$ cat src/rtl/polar_pkg.sv
// polar_pkg
//   Shared types and helpers for the polar encode/decode blocks.
//   polar_state_t : framer FSM states (LOAD, ENCODE, HOLD)
//   polar_logn    : log2 of a power-of-two codeword length
package polar_pkg;

    typedef enum logic [1:0] {
        LOAD   = 2'd0,
        ENCODE = 2'd1,
        HOLD   = 2'd2
    } polar_state_t;

    function automatic int polar_logn(input int n);
        int r;
        r = 0;
        for (int i = 0; i < 31; i++) begin
            if ((1 << i) < n) r = i + 1;
        end
        return r;
    endfunction

endpackage

$ cat src/rtl/polar_butterfly_stage.sv
// polar_butterfly_stage
//   One combinational XOR butterfly stage of the polar transform.
//   For every index i with (i & span) == 0: dout[i] = din[i] ^ din[i+span];
//   all other positions pass through unchanged.
// Ports
//   din   [0:N-1]     stage input, index 0 = MSB
//   span  [LOGN-1:0]  butterfly distance (a power of two, < N)
//   dout  [0:N-1]     stage output
module polar_butterfly_stage
    import polar_pkg::*;
#(
    parameter int N = 16,
    localparam int LOGN = polar_logn(N)
) (
    input  logic [0:N-1]    din,
    input  logic [LOGN-1:0] span,
    output logic [0:N-1]    dout
);

    logic [0:N-1] sel;

    // With index 0 at the MSB, a left shift by span lines din[i+span] up
    // with position i, so the partner of every upper-half index is one shift away.
    always_comb begin
        sel = '0;
        for (int i = 0; i < N; i++) begin
            sel[i] = ((i[LOGN-1:0] & span) == '0);
        end
        dout = din ^ ((din << span) & sel);
    end

endmodule

$ cat src/rtl/polar_tx_framer.sv
// polar_tx_framer
//   Sequential polar encoder. Info bits arrive serially and fill the
//   non-frozen positions of u in ascending order (frozen positions forced 0).
//   Then LOGN butterfly stages run one per cycle, and the codeword
//   x = u * F^{(x)n} is held on a valid/ready output until accepted.
// Ports
//   clk          rising-edge clock
//   rst_n        synchronous active-low reset
//   frozen_bits  [0:N-1] frozen mask, latched at frame start only
//   in_valid / in_ready / in_bit    serial info-bit handshake
//   out_valid / out_ready / out_bits codeword handshake (index 0 = MSB)
//   frame_cnt    [15:0] number of accepted codewords, wrapping
module polar_tx_framer
    import polar_pkg::*;
#(
    parameter int N = 16
) (
    input  logic         clk,
    input  logic         rst_n,
    input  logic [0:N-1] frozen_bits,
    input  logic         in_valid,
    output logic         in_ready,
    input  logic         in_bit,
    output logic         out_valid,
    input  logic         out_ready,
    output logic [0:N-1] out_bits,
    output logic [15:0]  frame_cnt
);

    localparam int LOGN = polar_logn(N);
    localparam logic [LOGN:0] N_VEC = (LOGN+1)'(N);

    polar_state_t    state_q, state_d;
    logic [LOGN-1:0] pos_q;
    logic [LOGN-1:0] stage_q;
    logic            primed_q;
    logic [0:N-1]    mask_q;
    logic [0:N-1]    u_q;
    logic [0:N-1]    out_q;
    logic            out_valid_q;
    logic [15:0]     frame_cnt_q;

    logic            load_adv;
    logic            last_pos;
    logic            last_stage;
    logic [LOGN-1:0] span;
    logic [0:N-1]    stage_out;

    // Stage s uses span N >> (s+1): widest butterflies first.
    assign span = LOGN'(N_VEC >> (stage_q + 1'b1));

    polar_butterfly_stage #(.N(N)) u_stage (
        .din  (u_q),
        .span (span),
        .dout (stage_out)
    );

    // primed_q is low only for the first cycle after reset, which is spent
    // latching the frozen mask; later frames latch it on the output handshake.
    assign in_ready   = (state_q == LOAD) && primed_q && !mask_q[pos_q];
    assign load_adv   = (state_q == LOAD) && primed_q && (mask_q[pos_q] || in_valid);
    assign last_pos   = (pos_q == LOGN'(N - 1));
    assign last_stage = (stage_q == LOGN'(LOGN - 1));

    assign out_valid  = out_valid_q;
    assign out_bits   = out_q;
    assign frame_cnt  = frame_cnt_q;

    always_comb begin
        state_d = state_q;
        case (state_q)
            LOAD:    if (load_adv && last_pos) state_d = ENCODE;
            ENCODE:  if (last_stage)           state_d = HOLD;
            HOLD:    if (out_ready)            state_d = LOAD;
            default:                           state_d = LOAD;
        endcase
    end

    always_ff @(posedge clk) begin
        if (!rst_n) begin
            state_q     <= LOAD;
            pos_q       <= '0;
            stage_q     <= '0;
            primed_q    <= 1'b0;
            mask_q      <= '0;
            u_q         <= '0;
            out_q       <= '0;
            out_valid_q <= 1'b0;
            frame_cnt_q <= '0;
        end else begin
            state_q <= state_d;
            case (state_q)
                LOAD: begin
                    if (!primed_q) begin
                        mask_q   <= frozen_bits;
                        primed_q <= 1'b1;
                    end else if (load_adv) begin
                        u_q[pos_q] <= mask_q[pos_q] ? 1'b0 : in_bit;
                        pos_q      <= pos_q + 1'b1;
                        stage_q    <= '0;
                    end
                end
                ENCODE: begin
                    u_q     <= stage_out;
                    stage_q <= stage_q + 1'b1;
                    if (last_stage) begin
                        out_q       <= stage_out;
                        out_valid_q <= 1'b1;
                    end
                end
                HOLD: begin
                    if (out_ready) begin
                        out_valid_q <= 1'b0;
                        frame_cnt_q <= frame_cnt_q + 16'd1;
                        pos_q       <= '0;
                        mask_q      <= frozen_bits;
                    end
                end
                default: ;
            endcase
        end
    end

endmodule

$ cat config.mk
export PLATFORM = sky130hd
export DESIGN_NAME = polar_tx_framer
export DESIGN_NICKNAME = d
export VERILOG_FILES = /design/src/rtl/polar_pkg.sv /design/src/rtl/polar_butterfly_stage.sv /design/src/rtl/polar_tx_framer.sv
export SDC_FILE = /design/constraint.sdc
export NUM_CORES = 1
export LEC_CHECK = 0
export ABC_AREA = 1
export CAP_MARGIN = 0
export CORE_MARGIN = 8
export CORE_UTILIZATION = 56
export CTS_BUF_LIST = sky130_fd_sc_hd__clkbuf_16
export DETAILED_ROUTE_END_ITERATION = 8
export PLACE_DENSITY_LB_ADDON = 0.3
export SYNTH_ARGS = -nofsm -noshare
export SYNTH_HDL_FRONTEND = slang
export SYNTH_SLANG_ARGS = --single-unit
$ cat constraint.sdc
create_clock -name clk -period 3 [get_ports clk]
set_clock_uncertainty 0.1 [all_clocks]
set_input_delay 0.6 -clock clk [delete_from_list [all_inputs] [get_ports clk]]
set_output_delay 0.6 -clock clk [all_outputs]
set_load 0.02 [all_outputs]
==> Word level (Yosys, flattened, before mapping) <==
Cells that the tools add are included.
{ "totals": {"ff_bits": 76, "in_bits": 21, "wordCells": 89} }
{ "classes": {"add_sub_neg": 3, "magnitude_cmp": 2, "n_eq_ne": 10, "n_shift": 2, "n_mux": 27, "n_bitwise": 3, "reduce_logical": 33} }
{ "ops": {"columns": ["cell", "n"], "rows": [
  ["$mux W16", 4],
  ["$pmux W16 S2", 2],
  ["$logic_not A4 Y1", 15],
  ["$mux W4", 5],
  ["$add A16 B1 Y16 const B", 1],
  ["$and A16 B16 Y16", 1],
  ["$bwmux W16", 1],
  ["$pmux W4 S2", 2],
  ["$shl A16 B4 Y16", 1],
  ["$xor A16 B16 Y16", 1],
  ["$reduce_and A3 Y1", 4],
  ["$ne A2 B2 Y1 const B", 5],
  ["$add A4 B1 Y4 const B", 2],
  ["$mux W1", 6],
  ["$mux W2", 3],
  ["$pmux W2 S3", 1],
  ["$reduce_bool A2 Y1", 3],
  ["$ge A5 B5 Y1 const B", 1],
  ["$logic_and A1 B1 Y1", 5],
  ["$lt A5 B1 Y1 const B", 1],
  ["$not A4 Y5", 1],
  ["$shr A5 B4 Y4 const A", 1],
  ["$bmux W1 S4", 1],
  ["$demux W1 S4", 1],
  ["11 further kinds", 12]
]} }

==> Logic depth before layout (Yosys ltp) <==
Gate-level depths: netlist (run 1).
{ "logic_depth": {"depth_word": 9, "mapped_depth": 17} }

==> By module <==
Synthesis (run 1) repeated with hierarchy kept, for this count alone.
{ "unflattened": {"cells_unflattened": 746, "hier_area_um2": 4689.5} }
{ "by_module_without_submodules": {"columns": ["module", "n_inst", "cells_each", "area_per_inst_um2", "seq_area_each_um2"], "rows": [
  ["polar_tx_framer", 1, 570, 3826.2, 1521.5],
  ["polar_butterfly_stage", 1, 176, 863.3, 0.0]
]} }

==> Least setup slack after synthesis (run 1) <==
OpenSTA, ideal clock, no wires.
{ "synth_path": {"path_kind": "register -> register", "start": "register stage_q[0]", "end": "register out_q, in the netlist out_bits[4]", "setup_ns": 0.116, "arrival_ns": 1.884, "t_required_ns": 2.784, "slack_ns": 0.899, "stages_incl_launch_ff": 16, "n_path_buf": 0, "synth_period_minus_slack_ns": 2.101, "path_cell_list": "dfxtp_1 ha_1 ha_1 nand2_1 inv_1 nand2_2 inv_1 nand3_1 nand2_1 nand3_1 nand2_1 nand2_1 nand2_1 nand2_1 o211ai_1 inv_1"} }
{ "synth_via": {"elab_chain_cells": 5} }
{ "synth_rtl": {"columns": ["item", "line", "rtl"], "rows": [
  ["from (decl)", "polar_tx_framer.sv:35", "logic [LOGN-1:0] stage_q;"],
  ["from (signal assigned)", "polar_tx_framer.sv:105", "stage_q <= stage_q + 1'b1;"],
  ["$add A4 B1 Y4", "polar_tx_framer.sv:50", "assign span = LOGN'(N_VEC >> (stage_q + 1'b1));"],
  ["$shr A5 B4 Y4", "polar_tx_framer.sv:50", null],
  ["$shl A16 B4 Y16 / $logic_not A4 Y1 (equally long branches)", "polar_butterfly_stage.sv:29, polar_butterfly_stage.sv:27", null],
  ["$and A16 B16 Y16", "polar_butterfly_stage.sv:29", "dout = din ^ ((din << span) & sel);"],
  ["$xor A16 B16 Y16", "polar_butterfly_stage.sv:29", null],
  ["to (signal assigned)", "polar_tx_framer.sv:107", "out_q <= stage_out;"],
  ["to (decl)", "polar_tx_framer.sv:39", "logic [0:N-1] out_q;"]
]} }
Parallel ways exist; a longest one is shown, timed or not.
A chain may end at the register's enable or synchronous reset.

==> Final worst setup path (run 1) <==
Ends and elaborated chain as after synthesis.

==> results of run 1 <==
-- area by class of cell --
class / count / area share
inverters: 87 / 0.06085
well taps: 102 / 0.02369
clock inverters: 7 / 0.008360
flip-flops and latches: 76 / 0.2826
clock buffers: 9 / 0.04180
repair buffers: 63 / 0.1133
multi-input cells: 525 / 0.4693
-- worst register-to-register path: cells and delay by family, from the launching register on --
kind	cells	cell delay [ps]
and+or+nand+nor	9	930
adders and majority gates	2	570
buffers and inverters	3	400
DFF	1	380
AOI/OAI and AO/OA	1	80
-- cells by family after synthesis --
group,count (synthesis),synth area share
simple gates,383,0.3697
compound gates,124,0.1464
buf+inv,111,0.1043
flops,76,0.3365
fa+ha+maj,10,0.02767
xor+xnor,8,0.01550
-- per-layer routing --
| layer | track usage | share of wire |
|---|---|---|
| met4 | 0.1055 | 0.034 |
| met5 | 0 | 0 |
| met2 | 0.3852 | 0.48 |
| met3 | 0.03898 | 0.058 |
| met1 | 0.2585 | 0.43 |
-- power groups by stage --
| stage | registers, mW | logic (mW) | clock network (mW) |
|---|---|---|---|
| final | 1.05 | 0.179 | 0.994 |
| after floorplan | 1.06 | 0.124 | 0 |
| after global routing | 1.05 | 0.203 | 1.04 |
| after global placement | 1.07 | 0.171 | 0 |
| after CTS | 1.05 | 0.178 | 1.00 |
| after detailed placement | 1.07 | 0.177 | 0 |
-- flip-flops by register name (all words and copies together), names as in the netlist --
| name | flops |
|---|---|
| pos_q | 4 |
| u_q | 16 |
| out_valid | 1 |
| frame_cnt | 16 |
| out_bits | 16 |
| state_q | 2 |
| primed_q | 1 |
| stage_q | 4 |
| mask_q | 16 |
-- what timing repair did --
action,4_1_cts,5_1_grt
resized for setup,1,1
buffers inserted,0,0
endpoints found under the setup margin,1,1
-- synth_stat cells --
cell type    n  area share
and2_1       2      0.0028
nand4_1      8       0.011
a31oi_1      1      0.0014
nor2_4       3      0.0075
o21ai_0     63       0.070
inv_2        3      0.0025
nor2_2       6      0.0083
xor2_1       8       0.015
ha_1        10       0.028
nand3_1     55       0.061
o211a_1      1      0.0022
o211ai_1     5      0.0083
nand2_2      8       0.011
o21ai_2      1      0.0019
nor3b_1      2      0.0033
nor3_1       4      0.0044
a21oi_1     40       0.044
nor4_1       2      0.0028
clkbuf_1    15       0.012
buf_2        1      0.0011
clkinv_2     1      0.0011
nand3_2      1      0.0022
nor2_1     111       0.092
nor3_2       1      0.0022
o21a_1       6       0.010
nor2_8       1      0.0044
o21ai_1      5      0.0055
o31ai_1      1      0.0017
nand3_4      2      0.0077
inv_1       83       0.069
nand4_2      1      0.0028
nand2_1    176        0.15
dfxtp_1     76        0.34
buf_4        2      0.0033
buf_6        6       0.015
o22ai_1      1      0.0014
-- worst paths after layout --
| kind | depth (start not counted) | slack (ps) | endpoint | startpoint |
|---|---|---|---|---|
| setup reg to reg | 15 | 430 | out_bits[4]$_SDFFE_PN0P_ | stage_q[0]$_SDFFE_PN0P_ |
| hold reg to reg | 2 | 370 | frame_cnt[15]$_SDFFE_PN0P_ | frame_cnt[15]$_SDFFE_PN0P_ |
| hold / removal | 2 | 370 | frame_cnt[15]$_SDFFE_PN0P_ | frame_cnt[15]$_SDFFE_PN0P_ |
| setup / recovery | 15 | 430 | out_bits[4]$_SDFFE_PN0P_ | stage_q[0]$_SDFFE_PN0P_ |
-- per-stage QoR --
step                hold slack (ps)  setup WS, ps  std cells  utilization  cell area (um2)
global placement              351.1         377.6        853       0.6583             5114
detailed placement            357.7         336.1        853       0.6583             5114
CTS                           369.0         113.3        869       0.6933             5385
finish                        371.9         431.2        869       0.6936             5388
global route                  404.0         205.2        869       0.6936             5388
floorplan                     329.4         899.4        712            -             4522
==> results by group, run 1 <==
Clocking
  • CTS tree: yes
  • Sink Count: 76
  • CTS buffer count: 9
  • CTS root buf: clkbuf_16
  • Reg clk slew, reported paths: 60 ps
  • Clock latency at the later pin of the worst-skew pair: approximately 330 ps
  • Hold bufs inserted after CTS: 0
  • H-tree depth: 3
  • Clock Path Buffers: 2

Pwr
  • Leak: 2.423 nW
  • Internal power: between 1.5 and 2 mW
  • Flop pwr share: 0.472
  • Power per Cell Area: 412.7 nW/um2
  • Switching pwr: ~0.57 mW
  • Clock share of power: 0.447
  • Worst IR Drop VDD: 301.8 uV
  • Switch share: 0.2550
  • Power consumption: about 2.2 mW
  • Combinational share of power: 0.080

Floorplan
  • Die span in x: 105.9 um
  • DIE AREA: 11210 um2
  • Starting density of the core: 0.5822
  • IO Pins: 55
  • Vert. Die Dim: around 110 um
  • Placement Rows: 32
  • CORE AREA: 7767 um2

Timing
  • Final min period: 2569 ps
  • Least-Margin Pin Slew: 410.7 ps
  • RSZ-0062 raised after global routing: false
  • Setup TNS: 0 ps
  • Fmax achieved: 0.3893 GHz
  • Final Hold Violating Endpoints: 0
  • Fin crit share: 0.8563
  • # setup viols final: 0
  • Final Max Tran Viols: 0
  • Slew HR: 0.7259

Setup path
  • Critical-path cell list: ha_1 -> ha_1 -> nand2_1 -> inv_1 -> nand2_2 -> inv_1 -> nand3_1 -> nand2_1 -> nand3_1 -> nand2_1 -> nand2_1 -> nand2_1 -> nand2_1 -> o211ai_1 -> inv_1
  • Most common cell type on the critical path: nand2_1
  • CP required: 3130 ps
  • CP max FO: 8
  • CP arrival: 2690 ps
  • WP buf/inv: 3
  • Worst setup EP type: flop
  • CP Launch Type: flop
  • CP max-delay cell: dfxtp_1
  • Max stage delay on crit path: 380 ps
  • Crit-path leading delay family: simple AND/OR/NAND/NOR gates
  • Crit Path Category: reg2reg

Final layout
  • FF+latch area: 1523 um2
  • Fill cells: ~670
  • Share of post-route cells with drive strength above 1: 0.06780
  • Area of the multi-input gates: 2529 um2
  • Final #Nets: 793
  • Layout area overhead: 19.15%
  • Commonest non-fill, non-tap cell in the layout: nand2_1
  • Most frequent cells in the layout: 176 x nand2_1, 111 x nor2_1, 85 x inv_1
  • Ant. Diodes: 0

Synthesis
  • Yosys warns: 0
  • Syn_nets: about 740
  • Sequential area share after synthesis: 0.3365
  • Area of the mapped netlist: between 4000 and 5000 um2
  • Unique cell type count in the Yosys netlist: 36
  • Gate Count Post-Synth: 712
  • Yosys reg bits: 76
  • Mean post-synth cell area: 6.351 um2

Drt
  • Antenna Nets Post-Route: 0
  • Routed len/inst: between 10 and 15 um
  • Final WL: 12340 um
  • Vias per inst: 5.403
  • Drt pass-1 iters: 5
  • Vias: 4695
  • Post-route DRC: 0
  • Starting DRT DRC Count: 288

Place
  • Hpwl dp: ~9300 um
  • GPL Wtd Cong: 0.9391
  • IO buf count: 54

GRT
  • Largest net degree at the start of global routing: 28
  • Total track usage: 0.2220
  • Global-route wire length before repair: 20730 um
  • Vias in the first global route: 4635
  • Initial antenna violation count: 0
  • Grt total ovfl: 0

Flow run
  • Max cap viols: 0

Worst hold path
  • Hold WC Path Type: reg2reg

Status
  • Outcome: complete, no violations
Note: power is estimated with default switching activity, not from simulation.
==> run 2: changes to the inputs <==
--- a/config.mk
+++ b/config.mk
@@ -6,7 +6,6 @@
 export NUM_CORES = 1
 export LEC_CHECK = 0
 export ABC_AREA = 1
-export CAP_MARGIN = 0
 export CORE_MARGIN = 8
 export CORE_UTILIZATION = 56
 export CTS_BUF_LIST = sky130_fd_sc_hd__clkbuf_16
==> results of run 2 <==
No change in the layout: final DEF, timing and power equal those of run 1.
